===== src/rtl/jtframe_dwnld_pkg.sv =====
// Shared types and constants for the ioctl-to-SDRAM download buffer.
package jtframe_dwnld_pkg;

    typedef enum logic [1:0] {
        ST_IDLE   = 2'd0,
        ST_WRITE  = 2'd1,
        ST_FINISH = 2'd2
    } dwnld_state_t;

    // Active-low byte enables: bit0 is the low byte of the 16-bit word.
    localparam logic [1:0] MASK_LO   = 2'b10;
    localparam logic [1:0] MASK_HI   = 2'b01;
    localparam logic [1:0] MASK_NONE = 2'b11;

    // Widest byte address an entry can carry; narrower AW is zero-extended.
    localparam int ENTRY_AW = 32;

    typedef struct packed {
        logic [ENTRY_AW-1:0] addr;
        logic [7:0]          data;
    } dwnld_entry_t;

    function automatic logic [1:0] byte_mask(input logic odd);
        return odd ? MASK_HI : MASK_LO;
    endfunction

endpackage


===== src/rtl/jtframe_dwnld_fifo.sv =====
// Small synchronous FIFO with occupancy count and a registered almost-full
// flag that rises once only one free slot remains.
module jtframe_dwnld_fifo #(
    parameter int DEPTH = 4,
    parameter int W     = 8
) (
    input  logic                   clk_sys,
    input  logic                   RESET,
    input  logic                   push,
    input  logic                   pop,
    input  logic [W-1:0]           din,
    output logic [W-1:0]           dout,
    output logic                   full,
    output logic                   empty,
    output logic [$clog2(DEPTH):0] count,
    output logic                   almost_full
);
    localparam int PW = $clog2(DEPTH);
    localparam int CW = PW + 1;

    logic [W-1:0]  mem [DEPTH];
    logic [PW-1:0] wr_ptr, rd_ptr;
    logic [CW-1:0] count_nx;
    logic          do_push, do_pop;

    assign full    = (count == CW'(DEPTH));
    assign empty   = (count == '0);
    assign do_push = push && !full;
    assign do_pop  = pop && !empty;
    assign dout    = mem[rd_ptr];

    always_comb begin
        count_nx = count;
        if (do_push && !do_pop)
            count_nx = count + 1'b1;
        else if (!do_push && do_pop)
            count_nx = count - 1'b1;
    end

    // Pointers are PW bits wide, so they wrap modulo DEPTH on their own.
    always_ff @(posedge clk_sys or posedge RESET) begin
        if (RESET) begin
            wr_ptr      <= '0;
            rd_ptr      <= '0;
            count       <= '0;
            almost_full <= 1'b0;
        end else begin
            if (do_push) wr_ptr <= wr_ptr + 1'b1;
            if (do_pop)  rd_ptr <= rd_ptr + 1'b1;
            count       <= count_nx;
            almost_full <= (count_nx >= CW'(DEPTH - 1));
        end
    end

    always_ff @(posedge clk_sys) begin
        if (do_push) mem[wr_ptr] <= din;
    end

endmodule


===== src/rtl/jtframe_dwnld_buf.sv =====
// Buffers HPS ioctl byte writes and replays them as masked SDRAM word writes.
// Optional header skipping is enabled with JTFRAME_DWNLD_HEADER_EN.
module jtframe_dwnld_buf #(
    parameter int DEPTH      = 4,
    parameter int AW         = 22,
    parameter int HEADER_LEN = 0
) (
    input  logic          clk_sys,
    input  logic          RESET,
    input  logic          downloading,
    input  logic          ioctl_wr,
    input  logic [AW-1:0] ioctl_addr,
    input  logic [7:0]    ioctl_data,
    output logic          ioctl_wait,
    output logic          prog_we,
    output logic [AW-1:0] prog_addr,
    output logic [7:0]    prog_data,
    output logic [1:0]    prog_mask,
    input  logic          prog_rdy,
    output logic          dwnld_done,
    output logic [AW-1:0] byte_cnt,
    output logic          overflow
);
    import jtframe_dwnld_pkg::*;

    localparam int CW = $clog2(DEPTH) + 1;

`ifdef JTFRAME_DWNLD_HEADER_EN
    localparam bit HDR_EN = 1'b1;
`else
    localparam bit HDR_EN = 1'b0;
`endif
    localparam logic [AW-1:0] HDR_OFS = HDR_EN ? AW'(HEADER_LEN) : '0;

    dwnld_state_t  st;
    dwnld_entry_t  wr_entry, head;
    logic [AW-1:0] push_addr;
    logic          skip, dl_last, dl_rise, seen_dl;
    logic          push, pop, drop;
    logic          f_full, f_empty;
    logic [CW-1:0] f_count;

    // The subtraction borrow flags header bytes (addr < HDR_OFS) without a compare.
    assign {skip, push_addr} = {1'b0, ioctl_addr} - {1'b0, HDR_OFS};

    assign dl_rise = downloading && !dl_last;
    assign push    = ioctl_wr && downloading && !skip;
    assign drop    = push && f_full;
    assign pop     = (st == ST_WRITE) && prog_rdy;

    assign wr_entry.addr = ENTRY_AW'(push_addr);
    assign wr_entry.data = ioctl_data;

    jtframe_dwnld_fifo #(
        .DEPTH (DEPTH),
        .W     ($bits(dwnld_entry_t))
    ) u_fifo (
        .clk_sys     (clk_sys),
        .RESET       (RESET),
        .push        (push),
        .pop         (pop),
        .din         (wr_entry),
        .dout        (head),
        .full        (f_full),
        .empty       (f_empty),
        .count       (f_count),
        .almost_full (ioctl_wait)
    );

    always_ff @(posedge clk_sys or posedge RESET) begin
        if (RESET) begin
            st         <= ST_IDLE;
            prog_we    <= 1'b0;
            prog_addr  <= '0;
            prog_data  <= '0;
            prog_mask  <= MASK_NONE;
            dwnld_done <= 1'b0;
            byte_cnt   <= '0;
            overflow   <= 1'b0;
            dl_last    <= 1'b0;
            seen_dl    <= 1'b0;
        end else begin
            dl_last    <= downloading;
            dwnld_done <= 1'b0;
            if (downloading) seen_dl <= 1'b1;
            if (dl_rise)     overflow <= 1'b0;
            if (drop)        overflow <= 1'b1;
            byte_cnt <= (dl_rise ? '0 : byte_cnt) + AW'(pop);
            case (st)
                ST_IDLE: begin
                    if (!f_empty) begin
                        prog_addr <= AW'(head.addr >> 1);
                        prog_data <= head.data;
                        prog_mask <= byte_mask(head.addr[0]);
                        prog_we   <= 1'b1;
                        st        <= ST_WRITE;
                    end else if (!downloading && seen_dl) begin
                        // Queue drained after the download ended: report once.
                        dwnld_done <= 1'b1;
                        prog_mask  <= MASK_NONE;
                        seen_dl    <= 1'b0;
                        st         <= ST_FINISH;
                    end
                end
                ST_WRITE: begin
                    if (prog_rdy) begin
                        prog_we <= 1'b0;
                        st      <= ST_IDLE;
                    end
                end
                ST_FINISH: st <= ST_IDLE;
                default:   st <= ST_IDLE;
            endcase
        end
    end

    a_count_range: assert property (@(posedge clk_sys) disable iff (RESET)
        f_count <= CW'(DEPTH));

    a_we_in_write: assert property (@(posedge clk_sys) disable iff (RESET)
        prog_we == (st == ST_WRITE));

endmodule


===== config.mk =====
export PLATFORM = sky130hd
export DESIGN_NAME = jtframe_dwnld_buf
export DESIGN_NICKNAME = d
export VERILOG_FILES = /design/src/rtl/jtframe_dwnld_pkg.sv /design/src/rtl/jtframe_dwnld_fifo.sv /design/src/rtl/jtframe_dwnld_buf.sv
export SDC_FILE = /design/constraint.sdc
export NUM_CORES = 1
export LEC_CHECK = 0
export CAP_MARGIN = 20
export CELL_PAD_IN_SITES_DETAIL_PLACEMENT = 1
export CELL_PAD_IN_SITES_GLOBAL_PLACEMENT = 2
export CORE_MARGIN = 2
export CORE_UTILIZATION = 50
export CTS_CLUSTER_DIAMETER = 30
export CTS_CLUSTER_SIZE = 14
export DETAILED_ROUTE_END_ITERATION = 10
export DONT_BUFFER_PORTS = 1
export GPL_ROUTABILITY_DRIVEN = 0
export PLACE_DENSITY = 0.89
export SLEW_MARGIN = 20
export SYNTH_ARGS = -nofsm -noshare
export SYNTH_HDL_FRONTEND = slang
export SYNTH_SLANG_ARGS = --single-unit
export TNS_END_PERCENT = 20

===== constraint.sdc =====
create_clock -name clk_sys -period 4.3 [get_ports clk_sys]
set_clock_uncertainty 0.15 [all_clocks]
set_input_delay 0.86 -clock clk_sys [delete_from_list [all_inputs] [get_ports clk_sys]]
set_output_delay 0.86 -clock clk_sys [all_outputs]
set_load 0.01 [all_outputs]

==> impl_results.md, run 1 <==
- CTS Hold Bufs: 0
- Initial DRC count: 180
- Detail Route Antenna Nets: 0
- Peak Freq: 404 MHz
- Vias/cell: around 5.9
- Number of synthesized register bits: 188
- Core Region: 0.0145 mm^2
- Initial core utilization: 0.511
- Max-slew headroom: 0.261
- Postcts setup bufs: 0
- Crit path required time: 4.50 ns
- PwrDens: 651 mW/mm^2
- Yosys warns: 0
- CP Max Fanout: 12
- Kind of critical path: input pin to flop
- Crit path time final: between 2 and 2.5 ns
- Mean post-synth cell area: 17.5 um^2
- Cell Area, Synth: 0.00740 mm^2
- Vias in the first global route: 4016
- Total Die Area: 0.0158 mm^2
- Clock root buffer: clkbuf_16
- TritonCTS clock tree: done
- Number of CTS-inserted buffers: 17
- P_leak: between 2 and 3 nW
- # resized after CTS: 0
- Hpwl dp: around 9 mm
- Final setup fails: 0
- RSZ-0062 raised after global routing: no
- Die X: between 100 and 150 um
- Most common cell after layout, fill and taps aside: edfxtp_1
- Post-synthesis sequential area ratio: 0.718
- Max-cap viol count: 0
- Largest net degree at the start of global routing: 44
- Drt total wl: roughly 14 mm
- Row count: 44
- Max H-tree Level: 4
- Maximum VDD drop: about 0.00035 V
- Inserted Diodes: 0
- All-layer global routing usage: 0.189
- Worst Hold Class: input pin to asynchronous set/reset pin
- Crit share post-route: 0.575
- IO Count: 93
- Area occupied by multi-input gates: 0.00199 mm^2
- Primary FF master, synth: edfxtp_1
- Slew at the pin closest to its max-slew limit: roughly 1.1 ns
- CP arrival: 2.68 ns
- Post-layout util: 0.562
- Layout cell share with drive strength beyond 1: 0.238
- Netlist cell types: 44
- Port buffer count: 0
- DRC violations left: 0
- Cell count after synthesis: 422
- FF+latch area: 0.00531 mm^2
- Die Height: between 100 and 150 um
- Commonest non-fill, non-tap cells in the layout: edfxtp_1 (120), dfrtp_1 (65), mux4_2 (30)
- Hold violation count in the final report: 0
- Nets: 473
- CTS Buffer Depth: 2
- Worst-skew pair later-pin latency: 0.42 ns
- Post-synth EDFFs: 120
- Worst setup SP type: input pin
- Clk sinks: around 190
- Outcome: complete, no violations
- Setup TNS: 0 ns
- CTS clk-pin slew, worst paths: about 0.07 ns
- Antenna violations before repair: 0
- Final Total Pwr: 5.30 mW
- Wire length of the first global-routing pass: about 23 mm
- Async set-reset flop share out of synthesis: 0.362
- Fillers: 1270
- Critical path capture point type: flop
- Routed length per instance: 22.4 um
- Via count: 3697
- Reg2Reg Setup Slack: 1.84 ns
- Layout area overhead: 10.0%
- DRT Pass-1 Iters: 4
- Max Slew Vio Count: 0
- Post-synthesis net count: 466
- Total grt overflow: 0
[state kept, by name, indices dropped and copies added (netlist names)]
signal	count
dl_last	1
overflow	1
u_fifo.wr_ptr	2
prog_data	8
u_fifo.rd_ptr	2
st	2
seen_dl	1
prog_addr	21
byte_cnt	22
u_fifo.count	3
u_fifo.almost_full	1
u_fifo.mem	120
prog_mask	2
dwnld_done	1
prog_we	1
[cells by family (layout without fill, tap and decap cells)]
family,after synthesis,count (layout),share of synthesized area
AOI/OAI and AO/OA,38,38,0.0332
adders and majority gates,9,9,0.0152
DFF,188,188,0.718
muxes,60,60,0.137
and+or+nand+nor,90,90,0.0665
buffers and inverters,23,43,0.0147
xor gates and xnor gates,13,13,0.0154
other,1,1,0.000507
[critical path, stage by stage]
cell      delay (ns)
nand2b_1        0.31
and2_1          0.20
ha_1            0.19
and2_1          0.20
nand4_1         0.28
or4_1           0.48
a21oi_1         0.14
[power by group]
part / switching [mW] / total (mW) / internal (mW)
registers: 0.391 / 2.68 / 2.29
clock network: 0.704 / 1.47 / 0.763
logic: 0.515 / 1.15 / 0.631
[layout make-up]
class                   instances  area share
clock buffers                  18      0.0527
clock inverters                14      0.0157
inverters                       8     0.00384
multi-input cells             211       0.244
flip-flops and latches        188       0.652
well taps                     184      0.0283
repair buffers                  3     0.00277
[worst paths after layout]
| check | to | from | depth (start not counted) |
|---|---|---|---|
| max | byte_cnt[17]$_DFF_PP0_ | downloading | 7 |
| max in group asynchronous | prog_mask[1]$_DFFE_PP1P_ | RESET | 2 |
| max reg2reg | byte_cnt[17]$_DFF_PP0_ | dl_last$_DFF_PP0_ | 7 |
| min in group clk_sys | dl_last$_DFF_PP0_ | downloading | 0 |
| min | prog_addr[1]$_DFFE_PP0P_ | RESET | 1 |
| min reg2reg | seen_dl$_DFF_PP0_ | seen_dl$_DFF_PP0_ | 1 |
[per-layer routing]
metal | GRT usage | routed length (um) | part of all wire | vias up
met5 | 0 | 0 | 0 | -
met4 | 0.0797 | 329 | 0.023 | 0
met3 | 0.0590 | 922 | 0.066 | 25
met2 | 0.302 | 6850 | 0.49 | 106
met1 | 0.242 | 5940 | 0.42 | 1918
li1 | - | - | - | 1648
[per-stage QoR]
stage / cell area, um^2 / hold WS [ns] / std cells / setup WS [ns]
finish: 8140 / 0.310 / 626 / 1.83
detailed placement: 7580 / 0.327 / 594 / 1.39
floorplan: 7400 / 0.291 / 422 / 1.57
global route: 8140 / 0.289 / 626 / 1.60
global placement: 7580 / 0.301 / 594 / 1.50
CTS: 8140 / 0.290 / 626 / 1.82
[Yosys cell counts (2+ instances only)]
| cell | n | area [um^2] |
|---|---|---|
| a21oi_1 | 12 | 60.1 |
| and2_1 | 9 | 56.3 |
| and3_1 | 6 | 37.5 |
| buf_1 | 3 | 11.3 |
| buf_2 | 3 | 15.0 |
| buf_4 | 5 | 37.5 |
| clkbuf_1 | 4 | 15.0 |
| dfrtp_1 | 66 | 1650 |
| dfstp_2 | 2 | 52.6 |
| edfxtp_1 | 120 | 3600 |
| ha_1 | 9 | 113 |
| inv_1 | 7 | 26.3 |
| mux2_2 | 29 | 327 |
| mux4_2 | 30 | 676 |
| nand2_1 | 21 | 78.8 |
| nand2b_1 | 4 | 25.0 |
| nand3_1 | 5 | 25.0 |
| nand4_1 | 8 | 50.1 |
| nor2_1 | 14 | 52.6 |
| nor2b_1 | 2 | 12.5 |
| nor3_1 | 2 | 10.0 |
| o2111a_1 | 3 | 33.8 |
| o211ai_1 | 3 | 22.5 |
| o21ai_0 | 6 | 30.0 |
| o21ai_1 | 2 | 10.0 |
| o31ai_1 | 8 | 60.1 |
| or3_1 | 4 | 25.0 |
| or4_1 | 8 | 60.1 |
| xnor2_1 | 8 | 70.1 |
| xor2_1 | 5 | 43.8 |
(Power assumes the default switching activity.)
==> run 2, diff against run 1 <==
--- a/config.mk
+++ b/config.mk
@@ -5,17 +5,18 @@
 export SDC_FILE = /design/constraint.sdc
 export NUM_CORES = 1
 export LEC_CHECK = 0
+export ABC_AREA = 1
 export CAP_MARGIN = 20
 export CELL_PAD_IN_SITES_DETAIL_PLACEMENT = 1
 export CELL_PAD_IN_SITES_GLOBAL_PLACEMENT = 2
 export CORE_MARGIN = 2
-export CORE_UTILIZATION = 50
+export CORE_UTILIZATION = 37
 export CTS_CLUSTER_DIAMETER = 30
 export CTS_CLUSTER_SIZE = 14
 export DETAILED_ROUTE_END_ITERATION = 10
 export DONT_BUFFER_PORTS = 1
 export GPL_ROUTABILITY_DRIVEN = 0
-export PLACE_DENSITY = 0.89
+export PLACE_DENSITY = 0.79
 export SLEW_MARGIN = 20
 export SYNTH_ARGS = -nofsm -noshare
 export SYNTH_HDL_FRONTEND = slang
==> constraint.sdc (replaced) <==
create_clock -name clk_sys -period 2.1 [get_ports clk_sys]
set_clock_uncertainty 0.15 [all_clocks]
set_input_delay 0.42 -clock clk_sys [delete_from_list [all_inputs] [get_ports clk_sys]]
set_output_delay 0.42 -clock clk_sys [all_outputs]
set_load 0.01 [all_outputs]
==> impl_results.md, run 2 <==
- Largest reg by FF count: u_fifo.mem
- Synth area leaders: edfxtp_1 (47%), dfrtp_1 (21%), nor2_1 (9.3%), o21ai_0 (4.0%), nand2_1 (3.6%)
- Reg2Reg Setup Slack: 0.13 ns
- Total Die Area: 0.0220 mm^2
- Synth area leader: edfxtp_1
- Row count: 52
- Detail Route Antenna Nets: 0
- Largest register FFs: 120
- Nets: slightly below 800
- Async set-reset flop share out of synthesis: 0.362
- Die Height: 148 um
- Hold wc startpoint: downloading
- Power share of the sequential group: 0.442
- Clock power share: 0.270
- Most instantiated cells after synthesis: nor2_1 (190), edfxtp_1 (120), nand2_1 (74)
- Die X: 148 um
- PwrDens: 1290 mW/mm^2
- Max-cap viol count: 0
- Number of CTS-inserted buffers: 17
- Commonest non-fill, non-tap cells in the layout: nor2_1 (182), edfxtp_1 (120), nand2_1 (74)
- Initial core utilization: 0.378
- Yosys warns: 0
- Max H-tree Level: 4
- Clock root buffer: clkbuf_16
- Worst setup SP type: flop
- Maximum VDD drop: roughly 0.00075 V
- Internal power: 7.59 mW
- Port buffer count: 0
- Cell Area, Synth: 0.00771 mm^2
- Crit path time final: 1.97 ns
- Hold violation count in the final report: 0
- TritonCTS clock tree: done
- Post-synthesis net count: 743
- Largest regs: u_fifo.mem (120), byte_cnt (22), prog_addr (21)
- Slew at the pin closest to its max-slew limit: 0.507 ns
- Switch Pwr: 4.39 mW
- Number of synthesized register bits: 188
- Vias/cell: about 5.1
- CTS Buffer Depth: 2
- Routed length per instance: 19.1 um
- Setup TNS: 0 ns
- Primary FF master, synth: edfxtp_1
- Kind of critical path: flop to flop
- Hpwl dp: 12.8 mm
- Peak Freq: 508 MHz
- Post-synthesis sequential area ratio: 0.689
- Layout area overhead: 20.4%
- All-layer global routing usage: 0.185
- Crit share post-route: 0.937
- Core Region: 0.0204 mm^2
- RR Startpoint: u_fifo.count[0]$_DFF_PP0_
- Gate power share: 0.288
- Final setup fails: 0
- Mean post-synth cell area: 11.0 um^2
- Critical path capture point type: flop
- Largest net degree at the start of global routing: between 60 and 70
- Layout cell share with drive strength beyond 1: 0.116
- Via count: 5235
- CTS clk-pin slew, worst paths: approximately 0.070 ns
- Initial DRC count: 250
- Worst Hold Depth: 3
- DRC violations left: 0
- Post-synth EDFFs: between 100 and 150
- Max Slew Vio Count: 0
- Post-layout util: 0.456
- Worst-skew pair later-pin latency: 0.44 ns
- P_leak: 3.51 nW
- Drt total wl: 19.6 mm
- Clk sinks: 188
- Cell count after synthesis: 699
- Inserted Diodes: 0
- Outcome: complete, no violations
- CP Max Fanout: 5
- CP arrival: between 2 and 2.5 ns
- Total grt overflow: 0
- Antenna violations before repair: 0
- R2r endpoint: u_fifo.almost_full$_DFF_PP0_
- Max-slew headroom: 0.662
- Most frequent cell after synthesis: nor2_1
- Crit path required time: around 2.3 ns
- Vias in the first global route: 5696
- Netlist cell types: 31
- IO Count: 93
- Reg2reg path depth: 12
- Most common cell after layout, fill and taps aside: nor2_1
- Wire length of the first global-routing pass: ~31 mm
- Switching Share: 0.366
- Worst Hold Class: input pin to flop
- Yosys top cell area share: 0.468
- DRT Pass-1 Iters: 4
- Hold path endpoint: st[1]$_DFFE_PP0P_
## run 2: cell count changes in the layout (fill, tap and decap cells not counted), sizes merged, moves of 30 or more
cell / before / now
nand2: 21 / 76
o21ai: 8 / 63
inv: 14 / 51
nor2: 14 / 198
mux4: 30 / 0
dlygate4sd3: 0 / 34
## run 2: power by group through the flow
stage | clock (mW) | sequential (mW) | combinational (mW)
3_3_place_gp | 0 | 5.35 | 3.09
3_5_place_dp | 0 | 5.38 | 3.32
5_1_grt | 3.46 | 5.39 | 3.91
2_1_floorplan | 0 | 5.17 | 2.19
6_report | 3.23 | 5.29 | 3.45
4_1_cts | 3.31 | 5.31 | 3.44
## run 2: worst max path at each step
stage,from,endpoint,slack (ns)
after floorplan,u_fifo.count[0]$_DFF_PP0_,u_fifo.mem[0][0]$_DFFE_PP_,-0.19
after global placement,u_fifo.count[0]$_DFF_PP0_,prog_addr[8]$_DFFE_PP0P_,0.1
after detailed placement,u_fifo.count[0]$_DFF_PP0_,prog_addr[4]$_DFFE_PP0P_,-0.07
after CTS,u_fifo.count[0]$_DFF_PP0_,prog_data[2]$_DFFE_PP0P_,0.01
after global routing,u_fifo.count[0]$_DFF_PP0_,u_fifo.almost_full$_DFF_PP0_,-0.03
final,u_fifo.count[0]$_DFF_PP0_,u_fifo.almost_full$_DFF_PP0_,0.13
## run 2: per-layer routing
| metal | part of all wire | GRT usage |
|---|---|---|
| met1 | 0.40 | 0.205 |
| met2 | 0.53 | 0.335 |
| met3 | 0.056 | 0.0561 |
| met4 | 0.016 | 0.0652 |
| met5 | 0 | 0 |
## run 2: layout make-up
class	count	area, um^2
fillers	2176	11100
flip-flops and latches	188	5310
multi-input cells	437	2160
repair buffers	58	699
clock buffers	17	425
well taps	270	338
clock inverters	15	176
inverters	45	170
## run 2: critical path: stages (launching register included)
cell and delay [ns]:
dfrtp_1 0.40, inv_1 0.11, ha_1 0.20, inv_1 0.08, nor2_4 0.17, buf_4 0.17, nor2_4 0.05, nand2_1 0.10
nand2_1 0.09, nor2_1 0.14, nor2_2 0.07, nand2_1 0.07, nand2_1 0.05
## run 2: cell families (layout without fill, tap and decap cells)
group | Yosys count | after routing | share of synthesized area
and+or+nand+nor | 314 | 315 | 0.168
DFF | 188 | 188 | 0.689
AOI/OAI and AO/OA | 97 | 97 | 0.0688
buffers and inverters | 75 | 135 | 0.0427
xor gates and xnor gates | 15 | 15 | 0.0170
adders and majority gates | 9 | 9 | 0.0146
other | 1 | 1 | 0.000487
## run 2: metrics by stage
| stage | hold slack [ns] | total power [mW] | area [um^2] | instances | setup WS [ns] |
|---|---|---|---|---|---|
| finish | 0.0656 | 12.0 | 9280 | 1030 | 0.133 |
| detailed placement | 0.178 | 8.70 | 8270 | 962 | -0.0665 |
| global placement | 0.169 | 8.44 | 8270 | 962 | 0.0996 |
| CTS | 0.0503 | 12.1 | 9230 | 1028 | 0.0118 |
| floorplan | 0.301 | 7.37 | 7720 | 699 | -0.190 |
| global route | 0.0533 | 12.8 | 9280 | 1030 | -0.0345 |
## run 2: timing repair
action | CTS | global route
pin swaps | 1 | 3
hold buffers | 34 | 0
endpoints found under the hold margin | 140 | 0
setup endpoints to repair | 10 | 27
cloned | 0 | 1
gates resized for setup | 3 | 10
setup buffers | 0 | 1
==> run 3, diff against run 2 <==
--- a/config.mk
+++ b/config.mk
@@ -17,6 +17,7 @@
 export DONT_BUFFER_PORTS = 1
 export GPL_ROUTABILITY_DRIVEN = 0
 export PLACE_DENSITY = 0.79
+export RECOVER_POWER = 25
 export SLEW_MARGIN = 20
 export SYNTH_ARGS = -nofsm -noshare
 export SYNTH_HDL_FRONTEND = slang
==> impl_results.md, run 3 (synthesis results as in run 2) <==
- Outcome: complete, no violations
- Worst setup SP type: flop
- Detail Route Antenna Nets: 0
- Final Cell Area: 0.00928 mm^2
- Slew at the pin closest to its max-slew limit: between 1 and 1.5 ns
- DRC violations left: 0
- Commonest non-fill, non-tap cells in the layout: nor2_1 (182), edfxtp_1 (120), nand2_1 (74)
- Largest register FFs: 120
- CP arrival: 2.14 ns
- Die Height: 148 um
- Most common cell after layout, fill and taps aside: nor2_1
- Crit path setup slack, layout: 0.135 ns
- Max-slew headroom: 0.262
- Finished Layout Cells: 1030
- Max H-tree Level: 4
- Peak Freq: between 500 and 600 MHz
- Routed length per instance: 19.1 um
- Vias in the first global route: 5696
- Inst Count DP: 962
- TritonCTS clock tree: done
- Worst-skew pair later-pin latency: 0.44 ns
- Total Die Area: 0.0220 mm^2
- Core Region: between 0.02 and 0.025 mm^2
- Max-cap viol count: 0
- Post-layout util: 0.456
- Initial DRC count: 250
- Largest regs: u_fifo.mem (120), byte_cnt (22), prog_addr (21)
- All-layer global routing usage: 0.185
- DRT Pass-1 Iters: 4
- Final Total Pwr: 12.0 mW
- Kind of critical path: flop to flop
- Row count: 52
- Number of CTS-inserted buffers: 17
- Total grt overflow: 0
- CTS Buffer Depth: 2
- Critical path capture point type: flop
- CTS clk-pin slew, worst paths: around 0.070 ns
- Fillers: approximately 2200
- Clk sinks: 188
- Hold slack final: between 0.06 and 0.07 ns
- Pre-CTS setup slack: -0.0665 ns
- Reg2Reg Setup Slack: 0.13 ns
- Largest reg by FF count: u_fifo.mem
- Max Slew Vio Count: 0
- Antenna violations before repair: 0
- Crit path time final: 1.97 ns
- Vias/cell: ~5
- CP Max Fanout: 5
- Largest net degree at the start of global routing: 62
- Crit share post-route: 0.936
- IO Count: 93
- Layout area overhead: 20.4%
- Initial core utilization: 0.378
- Setup TNS: 0 ns
- Clock root buffer: clkbuf_16
- Hold violation count in the final report: 0
- P_leak: 3.51 nW
- Port buffer count: 0
- Worst Hold Class: input pin to flop
- Area after DPL: 0.00827 mm^2
- Crit path required time: 2.27 ns
- Final setup fails: 0
- Drt total wl: 19.6 mm
- Inserted Diodes: 0
- PwrDens: 1290 mW/mm^2
- Nets: 791
- Wire length of the first global-routing pass: 30.8 mm
- Die X: 148 um
- Hpwl dp: between 10 and 15 mm
- Via count: roughly 5200
- Layout cell share with drive strength beyond 1: 0.116
- Maximum VDD drop: 0.000753 V
-- run 3: worst max-delay path, stage by stage, from the launching register on --
cell	delay (ns)
dfrtp_1	0.40
inv_1	0.11
ha_1	0.20
inv_1	0.08
nor2_4	0.17
buf_4	0.17
nor2_4	0.05
nand2_1	0.10
nand2_1	0.09
nor2_1	0.14
nor2_2	0.07
nand2_1	0.07
nand2_1	0.05
-- run 3: repair_timing --
action,CTS,global route
hold buffers,34,0
endpoints found under the setup margin,10,27
cloned,0,1
setup buffers,0,1
resized for setup,3,10
pin swaps,1,3
hold endpoints to repair,140,0
-- run 3: where the power goes --
| group | internal [mW] | switching, mW |
|---|---|---|
| Clock | 1.70 | 1.53 |
| Sequential | 4.67 | 0.623 |
| Combinational | 1.21 | 2.24 |
| Total | 7.59 | 4.39 |
-- run 3: final cells by class --
cell class	count	area (um^2)	area share
clock inverter	15	176	0.0190
clock buffer	17	425	0.0458
inverter	45	170	0.0183
sequential	188	5310	0.572
timing repair buffer	58	699	0.0754
multi-input combinational	437	2160	0.233
tap	270	338	0.0364
-- run 3: worst paths after layout --
kind	cells after the start	start	end
max in group asynchronous	3	RESET	u_fifo.rd_ptr[0]$_DFFE_PP0P_
setup / recovery	12	u_fifo.count[0]$_DFF_PP0_	u_fifo.almost_full$_DFF_PP0_
hold reg to reg	1	st[1]$_DFFE_PP0P_	st[0]$_DFFE_PP0P_
min in group asynchronous	2	RESET	byte_cnt[4]$_DFF_PP0_
hold / removal	3	downloading	st[1]$_DFFE_PP0P_
setup reg to reg	12	u_fifo.count[0]$_DFF_PP0_	u_fifo.almost_full$_DFF_PP0_
-- run 3: per-layer routing --
layer / share of wire / GRT usage
met5: 0 / 0
met4: 0.016 / 0.0652
met3: 0.056 / 0.0561
met2: 0.53 / 0.335
met1: 0.40 / 0.205
